===== src/rtl/bn128_fp2_pnt_scl_deser_pkg.sv =====
// Shared BN128 field/point types used by the G2 packet datapath.
// fp2_pnt_scl_t is laid out so that beat k of a packet lands at bits [k*256 +: 256].
package bn128_pkg;

  localparam int FE_BITS   = 256;
  localparam int PKT_BEATS = 7;

  typedef logic [FE_BITS-1:0] fe_t;

  typedef struct packed {
    fe_t c1;
    fe_t c0;
  } fe2_t;

  typedef struct packed {
    fe2_t z;
    fe2_t y;
    fe2_t x;
  } fp2_jb_point_t;

  typedef struct packed {
    fp2_jb_point_t pnt;
    fe_t           scl;
  } fp2_pnt_scl_t;

  // Beat position inside a packet; also the deserializer's state.
  typedef enum logic [2:0] {
    BEAT_SCL = 3'd0,
    BEAT_XC0 = 3'd1,
    BEAT_XC1 = 3'd2,
    BEAT_YC0 = 3'd3,
    BEAT_YC1 = 3'd4,
    BEAT_ZC0 = 3'd5,
    BEAT_ZC1 = 3'd6
  } beat_e;

  localparam fe_t CONST_1 = fe_t'(1);

endpackage


===== src/rtl/bn128_fp2_pnt_scl_deser_if.sv =====
// Framed valid/ready stream: master drives data and framing, slave drives rdy.
interface if_axi_stream #(
  parameter int DAT_BITS = 256,
  parameter int CTL_BITS = 1
);

  logic [DAT_BITS-1:0] dat;
  logic [CTL_BITS-1:0] ctl;
  logic                val;
  logic                sop;
  logic                eop;
  logic                rdy;

  modport master (output dat, ctl, val, sop, eop, input rdy);
  modport slave  (input dat, ctl, val, sop, eop, output rdy);

endinterface


===== src/rtl/bn128_fp2_pnt_scl_deser.sv =====
// Reassembles 7-beat G2 scalar+point packets into one wide word, dropping and
// counting malformed packets, and tags batch boundaries on the output.
module bn128_fp2_pnt_scl_deser
  import bn128_pkg::*;
#(
  parameter int DAT_BITS = $bits(fe_t),
  parameter int BEATS    = PKT_BEATS,
  parameter int ERR_BITS = 16
) (
  input  logic                i_clk,
  input  logic                i_rst,
  input  logic [63:0]         i_num_in,
  if_axi_stream.slave         i_pnt_scl_if,
  if_axi_stream.master        o_scl_pnt_if,
  output logic [ERR_BITS-1:0] o_err_cnt
);

  beat_e                          cnt;
  beat_e                          cnt_nxt;
  logic [BEATS-2:0][DAT_BITS-1:0] asm_q;
  logic [63:0]                    batch_cnt;
  logic                           beat_acc;
  logic                           slot_free;
  logic                           err_hit;
  logic                           store;
  logic [2:0]                     store_idx;
  logic                           pkt_done;
  logic                           batch_last;

  // Only the final beat needs the output slot, so earlier beats never stall.
  assign slot_free        = ~o_scl_pnt_if.val || o_scl_pnt_if.rdy;
  assign i_pnt_scl_if.rdy = (cnt != BEAT_ZC1) || slot_free;
  assign beat_acc         = i_pnt_scl_if.val && i_pnt_scl_if.rdy;
  assign store_idx        = i_pnt_scl_if.sop ? 3'd0 : 3'(cnt);
  assign batch_last       = (i_num_in != 64'd0) && (batch_cnt == i_num_in - 64'd1);

  always_comb begin
    cnt_nxt  = cnt;
    err_hit  = 1'b0;
    store    = 1'b0;
    pkt_done = 1'b0;
    if (beat_acc) begin
      if (i_pnt_scl_if.sop && i_pnt_scl_if.eop) begin
        err_hit = 1'b1;
        cnt_nxt = BEAT_SCL;
      end else if (i_pnt_scl_if.sop) begin
        // A sop always restarts assembly; anything half-built is abandoned.
        err_hit = (cnt != BEAT_SCL);
        store   = 1'b1;
        cnt_nxt = BEAT_XC0;
      end else if (cnt == BEAT_SCL) begin
        err_hit = 1'b1;
      end else if (cnt != BEAT_ZC1) begin
        if (i_pnt_scl_if.eop) begin
          err_hit = 1'b1;
          cnt_nxt = BEAT_SCL;
        end else begin
          store   = 1'b1;
          cnt_nxt = beat_e'(cnt + 3'd1);
        end
      end else begin
        cnt_nxt  = BEAT_SCL;
        pkt_done = i_pnt_scl_if.eop;
        err_hit  = ~i_pnt_scl_if.eop;
      end
    end
  end

  always_ff @(posedge i_clk) begin
    if (store) asm_q[store_idx] <= i_pnt_scl_if.dat;
  end

  always_ff @(posedge i_clk) begin
    if (i_rst) begin
      cnt               <= BEAT_SCL;
      batch_cnt         <= '0;
      o_err_cnt         <= '0;
      o_scl_pnt_if.val  <= 1'b0;
      o_scl_pnt_if.sop  <= 1'b0;
      o_scl_pnt_if.eop  <= 1'b0;
      o_scl_pnt_if.dat  <= '0;
      o_scl_pnt_if.ctl  <= '0;
    end else begin
      cnt <= cnt_nxt;
      if (err_hit && (o_err_cnt != '1)) o_err_cnt <= o_err_cnt + ERR_BITS'(1);
      // A completing packet refills the slot in the same cycle it drains.
      if (pkt_done) begin
        o_scl_pnt_if.val <= 1'b1;
        o_scl_pnt_if.dat <= {i_pnt_scl_if.dat, asm_q};
        o_scl_pnt_if.ctl <= i_pnt_scl_if.ctl;
        o_scl_pnt_if.sop <= (batch_cnt == 64'd0);
        o_scl_pnt_if.eop <= batch_last;
        batch_cnt        <= batch_last ? 64'd0 : batch_cnt + 64'd1;
      end else if (o_scl_pnt_if.rdy) begin
        o_scl_pnt_if.val <= 1'b0;
      end
    end
  end

endmodule


===== src/flat_wrapper.sv =====
// flat-port wrapper written by rule: the top's interface ports become plain ports
module bn128_fp2_pnt_scl_deser_flat import bn128_pkg::*;
#(
  parameter int DAT_BITS = $bits(fe_t),
  parameter int BEATS    = PKT_BEATS,
  parameter int ERR_BITS = 16
)
  (i_clk, i_rst, i_num_in, o_err_cnt, i_pnt_scl_if_dat, i_pnt_scl_if_ctl, i_pnt_scl_if_val, i_pnt_scl_if_sop, i_pnt_scl_if_eop, i_pnt_scl_if_rdy, o_scl_pnt_if_dat, o_scl_pnt_if_ctl, o_scl_pnt_if_val, o_scl_pnt_if_sop, o_scl_pnt_if_eop, o_scl_pnt_if_rdy);
  if_axi_stream #(.DAT_BITS(DAT_BITS)) i_pnt_scl_if_i ();
  if_axi_stream #(.DAT_BITS(DAT_BITS)) o_scl_pnt_if_i ();
  input  logic i_clk;
  input  logic i_rst;
  input  logic [63:0] i_num_in;
  output logic [ERR_BITS-1:0] o_err_cnt;
  input wire logic [$bits(i_pnt_scl_if_i.dat)-1:0] i_pnt_scl_if_dat;
  input wire logic [$bits(i_pnt_scl_if_i.ctl)-1:0] i_pnt_scl_if_ctl;
  input wire logic [$bits(i_pnt_scl_if_i.val)-1:0] i_pnt_scl_if_val;
  input wire logic [$bits(i_pnt_scl_if_i.sop)-1:0] i_pnt_scl_if_sop;
  input wire logic [$bits(i_pnt_scl_if_i.eop)-1:0] i_pnt_scl_if_eop;
  output wire logic [$bits(i_pnt_scl_if_i.rdy)-1:0] i_pnt_scl_if_rdy;
  output wire logic [$bits(o_scl_pnt_if_i.dat)-1:0] o_scl_pnt_if_dat;
  output wire logic [$bits(o_scl_pnt_if_i.ctl)-1:0] o_scl_pnt_if_ctl;
  output wire logic [$bits(o_scl_pnt_if_i.val)-1:0] o_scl_pnt_if_val;
  output wire logic [$bits(o_scl_pnt_if_i.sop)-1:0] o_scl_pnt_if_sop;
  output wire logic [$bits(o_scl_pnt_if_i.eop)-1:0] o_scl_pnt_if_eop;
  input wire logic [$bits(o_scl_pnt_if_i.rdy)-1:0] o_scl_pnt_if_rdy;
  assign i_pnt_scl_if_i.dat = i_pnt_scl_if_dat;
  assign i_pnt_scl_if_i.ctl = i_pnt_scl_if_ctl;
  assign i_pnt_scl_if_i.val = i_pnt_scl_if_val;
  assign i_pnt_scl_if_i.sop = i_pnt_scl_if_sop;
  assign i_pnt_scl_if_i.eop = i_pnt_scl_if_eop;
  assign i_pnt_scl_if_rdy = i_pnt_scl_if_i.rdy;
  assign o_scl_pnt_if_dat = o_scl_pnt_if_i.dat;
  assign o_scl_pnt_if_ctl = o_scl_pnt_if_i.ctl;
  assign o_scl_pnt_if_val = o_scl_pnt_if_i.val;
  assign o_scl_pnt_if_sop = o_scl_pnt_if_i.sop;
  assign o_scl_pnt_if_eop = o_scl_pnt_if_i.eop;
  assign o_scl_pnt_if_i.rdy = o_scl_pnt_if_rdy;
  bn128_fp2_pnt_scl_deser #(.DAT_BITS(DAT_BITS), .BEATS(BEATS), .ERR_BITS(ERR_BITS)) u_core (.i_clk(i_clk), .i_rst(i_rst), .i_num_in(i_num_in), .i_pnt_scl_if(i_pnt_scl_if_i), .o_scl_pnt_if(o_scl_pnt_if_i), .o_err_cnt(o_err_cnt));
endmodule

===== config.mk =====
export PLATFORM = sky130hd
export DESIGN_NAME = bn128_fp2_pnt_scl_deser_flat
export DESIGN_NICKNAME = d
export VERILOG_FILES = /design/src/rtl/bn128_fp2_pnt_scl_deser_pkg.sv /design/src/rtl/bn128_fp2_pnt_scl_deser_if.sv /design/src/rtl/bn128_fp2_pnt_scl_deser.sv /design/src/flat_wrapper.sv
export SDC_FILE = /design/constraint.sdc
export NUM_CORES = 1
export LEC_CHECK = 0
export BUFFER_PORTS_ARGS = -buffer_cell sky130_fd_sc_hd__buf_2
export CORE_MARGIN = 5
export CORE_UTILIZATION = 30
export CTS_CLUSTER_DIAMETER = 40
export DETAILED_ROUTE_END_ITERATION = 10
export MAX_ROUTING_LAYER = met4
export PLACE_DENSITY = 0.56
export SYNTH_ARGS = -nofsm -noshare
export SYNTH_HDL_FRONTEND = slang
export SYNTH_SLANG_ARGS = --single-unit

===== constraint.sdc =====
create_clock -name i_clk -period 15.1 [get_ports i_clk]
set_clock_uncertainty 0.05 [all_clocks]
set_input_delay 1.51 -clock i_clk [delete_from_list [all_inputs] [get_ports i_clk]]
set_output_delay 1.51 -clock i_clk [all_outputs]
set_load 0.1 [all_outputs]

Word-level counts from Yosys, hierarchy flattened. Cells that the tools add are included.

Flip-flop bits (word level): 1879. Bits of input ports: 327.

Add/sub/neg operators: 4. Order comparisons: 2. Equality and inequality tests: 4. Multiplexer cells: 29. Bitwise logic cells: 2. Reduce and logical (&&, ||, !) cells: 13.

Operators with widths (number): bitwise mux 1536 bit (1); demux 256 bit (select 3 bit) (1); 2-to-1 mux 256 bit (1); adder 64 x 1 -> 64 bit (second input constant) (1); == test 64 bit (1); logical NOT 64 bit (1); 2-to-1 mux 64 bit (1); nonzero test 64 bit (1); subtractor 64 x 1 -> 64 bit (second input constant) (1); 2-to-1 mux 1 bit (19); 2-to-1 mux 3 bit (6); adder 16 x 1 -> 16 bit (second input constant) (1); inequality test 16 bit (second input constant) (1); logical AND 1 bit (5); < comparator 3 x 4 -> 1 bit (second input constant) (1); adder 3 x 1 -> 3 bit (second input constant) (1); >= comparator 3 x 1 -> 1 bit (second input constant) (1); logical NOT 3 bit (1); inequality test 3 x 2 -> 1 bit (second input constant) (1); inequality test 3 bit (second input constant) (1); nonzero test 3 bit (1); logical OR 1 bit (2); inverter 1 bit (2); AND reduction 2 bit (1); nonzero test 2 bit (1).

Longest topological paths before layout. Gate-level depths: netlist (run 1).

Depth in word-level cells: 7. Depth in mapped cells: 15. Gate-level depth less buffers: 14.

Worst setup path before layout (run 1). No wires, ideal clock.

Kind: input to register. Start: input port o_scl_pnt_if_rdy. End: register u_core.asm_q[0] (netlist bit) (enable). Arrival: 15235 ps. Setup slack: -1144 ps. Cell stages on the path: 4. Path buffers: 0. Cell sequence: nand4b_1 -> nand2_1 -> or2_2 -> a21oi_1.

Cells in the longest elaborated chain, start to end: 4.

RTL lines: from (decl) (line flat_wrapper.sv:26) `input wire logic [$bits(o_scl_pnt_if_i.rdy)-1:0] o_scl_pnt_if_rdy;`; logical OR 1 bit (line bn128_fp2_pnt_scl_deser.sv:31) `assign slot_free = ~o_scl_pnt_if.val || o_scl_pnt_if.rdy;`; logical OR 1 bit (line bn128_fp2_pnt_scl_deser.sv:32) `assign i_pnt_scl_if.rdy = (cnt != BEAT_ZC1) || slot_free;`; logical AND 1 bit (line bn128_fp2_pnt_scl_deser.sv:33) `assign beat_acc = i_pnt_scl_if.val && i_pnt_scl_if.rdy;`; 2-to-1 mux 1 bit (line bn128_fp2_pnt_scl_deser.sv:42) `if (beat_acc) begin`; to (signal, indexed assignment) (line bn128_fp2_pnt_scl_deser.sv:70) `if (store) asm_q[store_idx] <= i_pnt_scl_if.dat;`; to (decl) (line bn128_fp2_pnt_scl_deser.sv:20) `logic [BEATS-2:0][DAT_BITS-1:0] asm_q;`.

Every way passes these cells. A chain may end at the register's enable or synchronous reset.

Worst setup path in the final report (run 1).
Start: input port i_pnt_scl_if_eop. End: register u_core.batch_cnt[58].

Cells in the longest elaborated chain, start to end: 5. Elaborated cells on any way between the ends: 6. Classes of those cells: mux: 5; reduce/logical: 1.

RTL lines: from (decl) (line flat_wrapper.sv:19) `input wire logic [$bits(i_pnt_scl_if_i.eop)-1:0] i_pnt_scl_if_eop;`; 2-to-1 mux 1 bit (line bn128_fp2_pnt_scl_deser.sv:53) `end else if (cnt != BEAT_ZC1) begin`; 2-to-1 mux 1 bit (line bn128_fp2_pnt_scl_deser.sv:51) `end else if (cnt == BEAT_SCL) begin`; 2-to-1 mux 1 bit (line bn128_fp2_pnt_scl_deser.sv:46) `end else if (i_pnt_scl_if.sop) begin`; 2-to-1 mux 1 bit (*) (line bn128_fp2_pnt_scl_deser.sv:43) `if (i_pnt_scl_if.sop && i_pnt_scl_if.eop) begin`; 2-to-1 mux 1 bit (*) (line bn128_fp2_pnt_scl_deser.sv:42); to (signal assigned) (line bn128_fp2_pnt_scl_deser.sv:93) `batch_cnt <= batch_last ? 64'd0 : batch_cnt + 64'd1;`; to (decl) (line bn128_fp2_pnt_scl_deser.sv:21) `logic [63:0] batch_cnt;`.

Every way passes the cells marked *; elsewhere a longest branch is shown, timed or not.

==> impl_metrics.json, run 1 <==
{
  "outcome": "completed",
  "fmax_ghz": 0.1772,
  "yosysWarnings": 0,
  "cts-buffers-inserted": 90,
  "dpl-instance-area_um2": 27220,
  "hold_viol": 0,
  "grtUsageTotal_pct": 18.39,
  "detail_route.wl_per_cell_um": 19.62,
  "synthCells": 2242,
  "critPathArrivalTime_ns": 6.05,
  "mappedNetlistArea_um2": 23250,
  "startpoint_type": "input pin",
  "maxSlewHeadroom_pct": 16.08,
  "rows": 102,
  "cts_setup_buffers": 0,
  "leakage_uw": 0.01142,
  "pwr_density_cell_nw_per_um2": 132.0,
  "cts.clk_slew.worst_paths_ns": 0.05,
  "finalMaxSlewViolations": 0,
  "synthArstFlopShare_pct": 0,
  "cts_root_buffer": "clkbuf_16",
  "clkLatencyLatePin_ns": 0.64,
  "finalPower_uw": 4021,
  "reg2reg_slack_ns": 9.62,
  "cts.repair.resized": 0,
  "worstPathMaxFanout": 58,
  "synthesis.nets": 2579,
  "dpl.hpwl_um": 56620,
  "end_kind": "register",
  "grt_antenna_before_repair": 12,
  "grt_max_degree": 87,
  "finalNonFillerCells": 3963,
  "reg2regPathDepth": 15,
  "gp_congestion": 0.9176,
  "worstPathCellList": "buf_2 -> ha_1 -> nor2b_1 -> nand4_1 -> buf_4 -> nor3_1 -> nand3_1 -> nor4_1 -> nor2b_1 -> nand4_1 -> xor2_1 -> nor2_2",
  "pin_count": 604,
  "cts_tree": "built",
  "finalNetCount": 3172,
  "via_count": 18560,
  "r2r_end": "u_core.batch_cnt[58]",
  "grt-ovfl-total": 0,
  "period_minus_slack_ns": 5.644,
  "worst-endpoint-required_ns": 15.51,
  "ys_ff_latch": 599,
  "synth.largest_area_cell": "edfxtp_1",
  "initial_utilization_pct": 30.12,
  "setup.worst_path.class": "input pin to register",
  "final-setup-viol-count": 0,
  "final-seq-area_um2": 14550,
  "drive_gt1_share_pct": 29.61,
  "routed_wl_um": 77750,
  "dieArea_um2": 83180,
  "drtIter0Drc": 1203,
  "synthMostInstantiatedCell": "nand2_1",
  "maxCapViolCount": 0,
  "fin_crit_sh_pct": 37.38,
  "synth_area_leaders": "edfxtp_1 (33%), dfxtp_1 (30%), nand2_1 (9.1%)",
  "via_per_inst": 4.682,
  "design_area_um2": 30460,
  "ctsLongestPathBuffers": 3,
  "grt_pass1_wl_um": 114100,
  "whs_endpoint": "u_core.o_scl_pnt_if.dat[112]",
  "ys_types": 61,
  "grt_pass1_vias": 18230,
  "min_path_cells": 2,
  "io_buffer_count": 603,
  "fin_setup_tns_ns": 0,
  "synth.avg_cell_area_um2": 10.37,
  "synth_seq_area_share_pct": 62.58,
  "ir_worst_vdd_uv": 139.7,
  "slowest_delay_ns": 0.90,
  "synth_flop_cell": "dfxtp_1",
  "cts_sinks": 599,
  "multi_input_area_um2": 8120,
  "htreeDepth": 3,
  "area_growth_pct": 30.96,
  "synth.top_cell.area_share_pct": 33.06,
  "worst_pin_slew_ns": 1.247,
  "place_inst": 3783,
  "cp_slowest_cell": "nand4_1",
  "hp-start": "u_core.o_scl_pnt_if.dat[112]",
  "ctsHoldBuffers": 0,
  "worstReg2RegStart": "u_core.cnt[0]",
  "core_area_um2": 77210,
  "drtPass1Iterations": 5,
  "hp-class": "register to register",
  "post-route-drc-count": 0,
  "n_fill_cell": 7620,
  "die_h_um": 288.4,
  "synthTopCellsByCount": "nand2_1 (562), dfxtp_1 (343), a21oi_1 (270)",
  "die_w_um": 288.4,
  "ant_nets": 0,
  "synth_edf_count": 256,
  "rsz0062_at_grt": "false"
}
[how the worst max path moves through the flow]
stage | from | endpoint | slack (ns) | cells after the start
2_1_floorplan | o_scl_pnt_if_rdy | u_core.asm_q[0] | 4.68 | 4
3_3_place_gp | i_pnt_scl_if_eop | u_core.batch_cnt[58] | 9.01 | 12
3_5_place_dp | i_pnt_scl_if_eop | u_core.batch_cnt[58] | 8.88 | 12
4_1_cts | i_pnt_scl_if_eop | u_core.batch_cnt[58] | 9.53 | 12
5_1_grt | i_pnt_scl_if_eop | u_core.batch_cnt[58] | 9.14 | 12
6_report | i_pnt_scl_if_eop | u_core.batch_cnt[58] | 9.46 | 12
[cells by family after synthesis]
| family | synth area share [%] |
|---|---|
| xor gates and xnor gates | 6.440 |
| muxes | 0.1937 |
| DFF | 62.58 |
| AOI/OAI and AO/OA | 7.511 |
| buffers and inverters | 2.577 |
| adders and majority gates | 0.5380 |
| and+or+nand+nor | 20.15 |
[critical path: cells and delay by family]
| family | cells | cell delay [ns] |
|---|---|---|
| buf+inv | 2 | 0.82 |
| fa+ha+maj | 1 | 0.13 |
| simple gates | 8 | 3.30 |
| xor+xnor | 1 | 0.23 |
[sequential cells by signal, indices dropped and copies added (netlist names)]
signal	cells
u_core.asm_q	256
u_core.o_scl_pnt_if.eop	1
u_core.o_scl_pnt_if.sop	1
u_core.cnt	3
u_core.batch_cnt	64
u_core.o_err_cnt	16
u_core.o_scl_pnt_if.val	1
u_core.o_scl_pnt_if.ctl	1
u_core.o_scl_pnt_if.dat	256
[layer usage]
| metal | routed length [um] | GRT usage [%] | part of all wire (%) |
|---|---|---|---|
| met1 | 31570 | 22.29 | 41 |
| met2 | 37780 | 29.67 | 49 |
| met3 | 6792 | 5.880 | 8.7 |
| met4 | 1599 | 5.101 | 2.1 |
| met5 | 0 | - | 0 |
[power breakdown]
| group | switching (uW) | leakage (uW) | internal, uW |
|---|---|---|---|
| combinational | 85.7 | 0.00478 | 48.8 |
| clock | 792 | 0.00154 | 1370 |
| sequential | 6.47 | 0.00511 | 1720 |
[layout make-up]
class                           instances  area share [%]
Clock inverter                         52           2.280
Tap cell                             1040           4.273
Multi-Input combinational cell       1502           26.66
Clock buffer                          116           8.254
Sequential cell                       599           47.79
Timing Repair Buffer                  621           10.39
Inverter                               21          0.2588
Antenna cell                           12         0.09860
[cells in the final DEF (no fill, tap or decap), types with 34 or more instances in the layout]
cell         n
nand3_1     58
nand2_1    562
nor3_1      43
buf_2      602
nor2_2      60
nor4_1      61
dfxtp_1    343
edfxtp_1   256
xor2_1      75
nor2_1      73
nand4_1     34
xnor2_1     96
a21oi_1    269
clkbuf_16   93
[metrics by stage]
stage	setup WS (ns)	util [%]	hold slack (ns)
after CTS	9.528	39.41	0.3997
after detailed placement	8.879	35.25	0.3930
final	9.456	39.44	0.3983
after global routing	9.140	39.44	0.4125
after floorplan	4.678	-	0.4213
after global placement	9.011	35.25	0.3887
(Power assumes the default switching activity.)
==> inputs of run 2 (changes only) <==
Clock period 15.1 ns to 4.92 ns, I/O delays scaled along.
==> run 2 against run 1 <==
Effect of this change:
- sequential power rose to 3.1 times the previous value
- via count is 5.9% higher
- largest cell class unchanged
- die area is the same
- worst setup slack lost 8.4 ns
- final area grew 9.6%
- highest routed layer unchanged
- count of clock-buffer cells in the layout is 7 lower
==> impl_metrics.json, run 2 (synthesized netlist as in run 1, its figures left out) <==
{
  "outcome": "completed",
  "critPathArrivalTime_ns": 4.25,
  "rsz0062_at_grt": "false",
  "dpl.hpwl_um": 56860,
  "leakage_uw": 0.01264,
  "io_buffer_count": 603,
  "slowest_delay_ns": 0.56,
  "worstPathCellList": "ha_4 -> nand2_1 -> inv_1 -> ha_1 -> nor2b_1 -> nand4_1 -> buf_4 -> nor2_1 -> nand2_1 -> nor4_1 -> nand3_1 -> nor4_1 -> xnor2_1 -> nor2_2",
  "pin_count": 604,
  "hp-class": "input pin to register",
  "post-route-drc-count": 0,
  "maxCapViolCount": 0,
  "grtUsageTotal_pct": 18.82,
  "cts-buffers-inserted": 94,
  "utilization_pct": 43.21,
  "htreeDepth": 3,
  "drive_gt1_share_pct": 27.85,
  "final_common_cell": "buf_2",
  "largestRegisters": "u_core.asm_q: 256 flops, u_core.o_scl_pnt_if.dat: 256 flops, u_core.batch_cnt: 64 flops",
  "end_kind": "register",
  "hold_viol": 0,
  "die_h_um": 288.4,
  "final-setup-viol-count": 0,
  "cts_tree": "built",
  "startpoint_type": "register",
  "clkLatencyLatePin_ns": 0.64,
  "grt_pass1_wl_um": 117900,
  "worstPathMaxFanout": 14,
  "area_growth_pct": 43.47,
  "worst-endpoint-required_ns": 5.35,
  "core_area_um2": 77210,
  "cts_sinks": 599,
  "worst_pin_slew_ns": 1.030,
  "dpl-instance-area_um2": 27440,
  "most-common-layout-cells": "buf_2 (602), nand2_1 (561), dfxtp_1 (341), a21oi_1 (269), edfxtp_1 (256)",
  "fin_setup_tns_ns": 0,
  "via_per_inst": 4.633,
  "grt_antenna_before_repair": 10,
  "rows": 102,
  "dp_slack_ns": 0.5629,
  "n_fill_cell": 7397,
  "ctsLongestPathBuffers": 3,
  "path_delay_family": "simple AND/OR/NAND/NOR gates",
  "grt_max_degree": 165,
  "gp_congestion": 0.9564,
  "drtIter0Drc": 1234,
  "die_w_um": 288.4,
  "initial_utilization_pct": 30.12,
  "routed_wl_um": 79520,
  "cts.repair.resized": 0,
  "cts_root_buffer": "clkbuf_16",
  "ir_worst_vdd_uv": 428.1,
  "dieArea_um2": 83180,
  "detail_route.wl_per_cell_um": 18.76,
  "drtPass1Iterations": 5,
  "maxSlewHeadroom_pct": 31.32,
  "pwr_density_cell_nw_per_um2": 381.6,
  "layout_setup_ws_ns": 1.101,
  "finalNetCount": 3447,
  "grt-ovfl-total": 0,
  "crit_buf_inv": 2,
  "cp_slowest_cell": "nor4_1",
  "via_count": 19650,
  "fin_crit_sh_pct": 77.63,
  "period_minus_slack_ns": 3.819,
  "design_area_um2": 33360,
  "grt_pass1_vias": 19480,
  "ant_nets": 0,
  "finalMaxSlewViolations": 0,
  "fmax_ghz": 0.2618,
  "setup.worst_path.class": "register to register",
  "cts.clk_slew.worst_paths_ns": 0.05,
  "cts_setup_buffers": 0
}
==> run 2: area by class of cell <==
type / count / area (um2) / share of cell area [%]
diodes: 8 / 20.02 / 0.06000
clock buffers: 109 / 2449 / 7.339
clock inverters: 69 / 908.4 / 2.723
inverters: 21 / 78.83 / 0.2363
multi-input cells: 1502 / 8138 / 24.39
flip-flops and latches: 599 / 14560 / 43.64
well taps: 1040 / 1301 / 3.900
repair buffers: 892 / 5911 / 17.72
==> run 2: final timing paths <==
path	from	endpoint	slack, ns	depth (start not counted)
worst max register to register	u_core.cnt[1]	u_core.batch_cnt[63]	1.10	14
worst max-delay path	u_core.cnt[1]	u_core.batch_cnt[63]	1.10	14
worst min-delay path	i_pnt_scl_if_ctl	u_core.o_scl_pnt_if.ctl	0.05	3
worst min register to register	u_core.o_scl_pnt_if.dat[33]	u_core.o_scl_pnt_if.dat[33]	0.40	2
==> run 2: repair_timing <==
action / in CTS / in global routing
hold endpoints to repair: 255 / 0
endpoints found under the setup margin: 0 / 0
hold buffers: 255 / 0
==> run 2: routing by layer <==
| metal | wire (um) | vias to the layer above | track usage (%) |
|---|---|---|---|
| met5 | 0 | - | - |
| met4 | 2858 | 0 | 6.934 |
| met3 | 6477 | 158 | 5.564 |
| met2 | 37850 | 696 | 29.88 |
| met1 | 32340 | 9245 | 22.82 |
| li1 | - | 9547 | - |
==> run 2: through the flow <==
| step | hold WS, ns | total power (uW) | std cells |
|---|---|---|---|
| after floorplan | 0.4213 | 5598 | 2242 |
| after global placement | 0.3884 | 5819 | 3799 |
| after detailed placement | 0.3930 | 5820 | 3799 |
| after CTS | 0.0007611 | 12870 | 4232 |
| after global routing | 0.01234 | 13170 | 4240 |
| final | 0.04951 | 12730 | 4240 |
==> run 2: worst reg2reg max path, stage by stage (launching register included) <==
cell     delay [ns]
dfxtp_1        0.42
ha_4           0.17
nand2_1        0.07
inv_1          0.12
ha_1           0.14
nor2b_1        0.15
nand4_1        0.47
buf_4          0.40
nor2_1         0.23
nand2_1        0.18
nor4_1         0.56
nand3_1        0.23
nor4_1         0.28
xnor2_1        0.18
nor2_2         0.04
==> run 2: where the power goes <==
part / internal [uW] / total (uW) / switching (uW)
clock network: 4290 / 6840 / 2550
logic: 291 / 597 / 306
registers: 5280 / 5300 / 20.4
==> inputs of run 3 (changes only) <==
Clock period 4.92 ns to 3.2 ns, I/O delays scaled along.
==> run 3 against run 2 <==
Effect of this change:
- worst setup slack worse by 1.1 ns
- via count grew 4.5%
- cell count is 4.6% higher
- first-iteration DRC count grew 5.1%
- largest power group unchanged
- highest routed layer unchanged
- combinational power is 84% higher
==> impl_metrics.json, run 3 (synthesized netlist as in run 1, its figures left out) <==
{
  "post-route-drc-count": 0,
  "leakage_uw": 0.01379,
  "reg2regPathDepth": 11,
  "gp_congestion": 0.9464,
  "startpoint": "i_num_in[24]",
  "largestRegisters": "u_core.asm_q: 256 flops, u_core.o_scl_pnt_if.dat: 256 flops, u_core.batch_cnt: 64 flops",
  "maxCapViolCount": 0,
  "detail_route.wl_per_cell_um": 18.55,
  "drtPass1Iterations": 5,
  "setup.worst_path.class": "input pin to register",
  "fin_crit_sh_pct": 98.94,
  "hold_slack_ns": 0.1041,
  "cts_root_buffer": "clkbuf_16",
  "finalMaxSlewViolations": 0,
  "hp-class": "input pin to register",
  "cts_sinks": 599,
  "drtIter0Drc": 1297,
  "dpl.hpwl_um": 59330,
  "grt_pass1_wl_um": 120800,
  "pin_count": 604,
  "n_fill_cell": 7276,
  "layout_setup_ws_ns": 0.03389,
  "via_count": 20520,
  "reg2reg_slack_ns": 0.10,
  "drive_gt1_share_pct": 32.98,
  "ant_nets": 0,
  "maxSlewHeadroom_pct": 47.58,
  "hold_viol": 0,
  "area_growth_pct": 51.55,
  "cts_tree": "built",
  "routed_wl_um": 82290,
  "grt_max_degree": 142,
  "pwr_density_cell_nw_per_um2": 554.3,
  "grt_antenna_before_repair": 4,
  "grtUsageTotal_pct": 19.32,
  "htreeDepth": 3,
  "die_w_um": 288.4,
  "dp_slack_ns": -0.5723,
  "final_common_cell": "buf_2",
  "fmax_ghz": 0.3158,
  "worstReg2RegStart": "u_core.batch_cnt[12]",
  "period_minus_slack_ns": 3.166,
  "worst_pin_slew_ns": 0.7863,
  "final-setup-viol-count": 0,
  "finalNonFillerCells": 4436,
  "rows": 102,
  "place_inst": 4003,
  "finalNetCount": 3656,
  "cts.clk_slew.worst_paths_ns": 0.05,
  "grt-ovfl-total": 0,
  "worst-endpoint-required_ns": 3.62,
  "most-common-layout-cells": "buf_2 (601), nand2_1 (561), dfxtp_1 (341), a21oi_1 (269), dlygate4sd3_1 (259)",
  "ir_worst_vdd_uv": 579.6,
  "end_kind": "register",
  "cts-buffers-inserted": 88,
  "worstPathMaxFanout": 14,
  "r2r_end": "u_core.batch_cnt[2]",
  "critPathArrivalTime_ns": 3.59,
  "grt_pass1_vias": 20460,
  "initial_utilization_pct": 30.12,
  "dieArea_um2": 83180,
  "core_area_um2": 77210,
  "clkLatencyLatePin_ns": 0.62,
  "startpoint_type": "input pin",
  "design_area_um2": 35240,
  "die_h_um": 288.4,
  "outcome": "completed",
  "io_buffer_count": 603,
  "dpl-instance-area_um2": 29180,
  "rsz0062_at_grt": "true",
  "worstSetupEndpoint": "u_core.batch_cnt[2]",
  "via_per_inst": 4.626,
  "ctsLongestPathBuffers": 3
}
==> run 3: changes by cell type in the layout (fill, tap and decap cells not counted), sizes merged, moves of 3 or more <==
cell / change
clkinv: -3
clkinvlp: -10
bufinv: +3
buf: +208
diode: -5
dlygate4sd3: +4
==> run 3: area by class of cell <==
cell class                      instances  area (um2)  area share, %
Clock inverter                         60       920.9          2.613
Antenna cell                            3       7.507        0.02130
Tap cell                             1040        1301          3.692
Sequential cell                       599       14560          41.31
Timing Repair Buffer                 1107        7734          21.94
Inverter                               21       78.83         0.2237
Multi-Input combinational cell       1502        8330          23.64
Clock buffer                          104        2312          6.561
==> run 3: timing repair <==
action,CTS,global route
hold buffers,259,0
gates resized for setup,1,23
endpoints found under the setup margin,1,63
gates cloned,0,3
setup buffers,0,4
pin swaps,0,5
hold endpoints to repair,259,0
==> run 3: metrics by stage <==
step / power (uW) / TNS [ns] / utilization, %
after floorplan: 8612 / -862.98 / -
after global placement: 9105 / -34.51 / 37.79
after detailed placement: 9104 / -35.49 / 37.79
after CTS: 19730 / 0 / 45.34
after global routing: 20220 / -1.256 / 45.65
final: 19540 / 0 / 45.65
==> run 3: how the worst min path moves through the flow <==
stage                                         endpoint  slack, ns  cells after the start                    startpoint
final                                    u_core.cnt[1]       0.10                      4              i_pnt_scl_if_sop
after global routing       u_core.o_scl_pnt_if.dat[57]       0.09                      2                         i_rst
after CTS                                u_core.cnt[1]       0.05                      4              i_pnt_scl_if_sop
after detailed placement  u_core.o_scl_pnt_if.dat[160]       0.39                      2  u_core.o_scl_pnt_if.dat[160]
after global placement    u_core.o_scl_pnt_if.dat[169]       0.39                      2  u_core.o_scl_pnt_if.dat[169]
after floorplan                        u_core.asm_q[0]       0.37                      0           i_pnt_scl_if_dat[0]
==> run 3: worst max-delay path, cell delays in order <==
cell and delay [ns]:
buf_2 0.13, or3_4 0.37, buf_4 0.16, or3_1 0.30
nor3_1 0.18, xnor2_1 0.21, nand2_1 0.09, or4_1 0.54
or4_4 0.45, o41ai_4 0.28, buf_4 0.19, buf_12 0.16
buf_12 0.16, nor2_2 0.04
==> run 3: where the power goes <==
| group | leakage, uW | internal, uW | total, uW | switching, uW |
|---|---|---|---|---|
| clock | 0.00157 | 6520 | 10300 | 3770 |
| combinational | 0.00711 | 577 | 1100 | 520 |
| sequential | 0.00511 | 8110 | 8140 | 31.3 |
| total | 0.0138 | 15200 | 19500 | 4320 |
==> run 3: layer usage <==
layer,GRT usage (%),up-vias,wire [um]
met3,6.069,162,6966
met5,-,-,0
met1,22.75,9699,32720
li1,-,9938,-
met2,31.19,723,39590
met4,7.151,0,3009
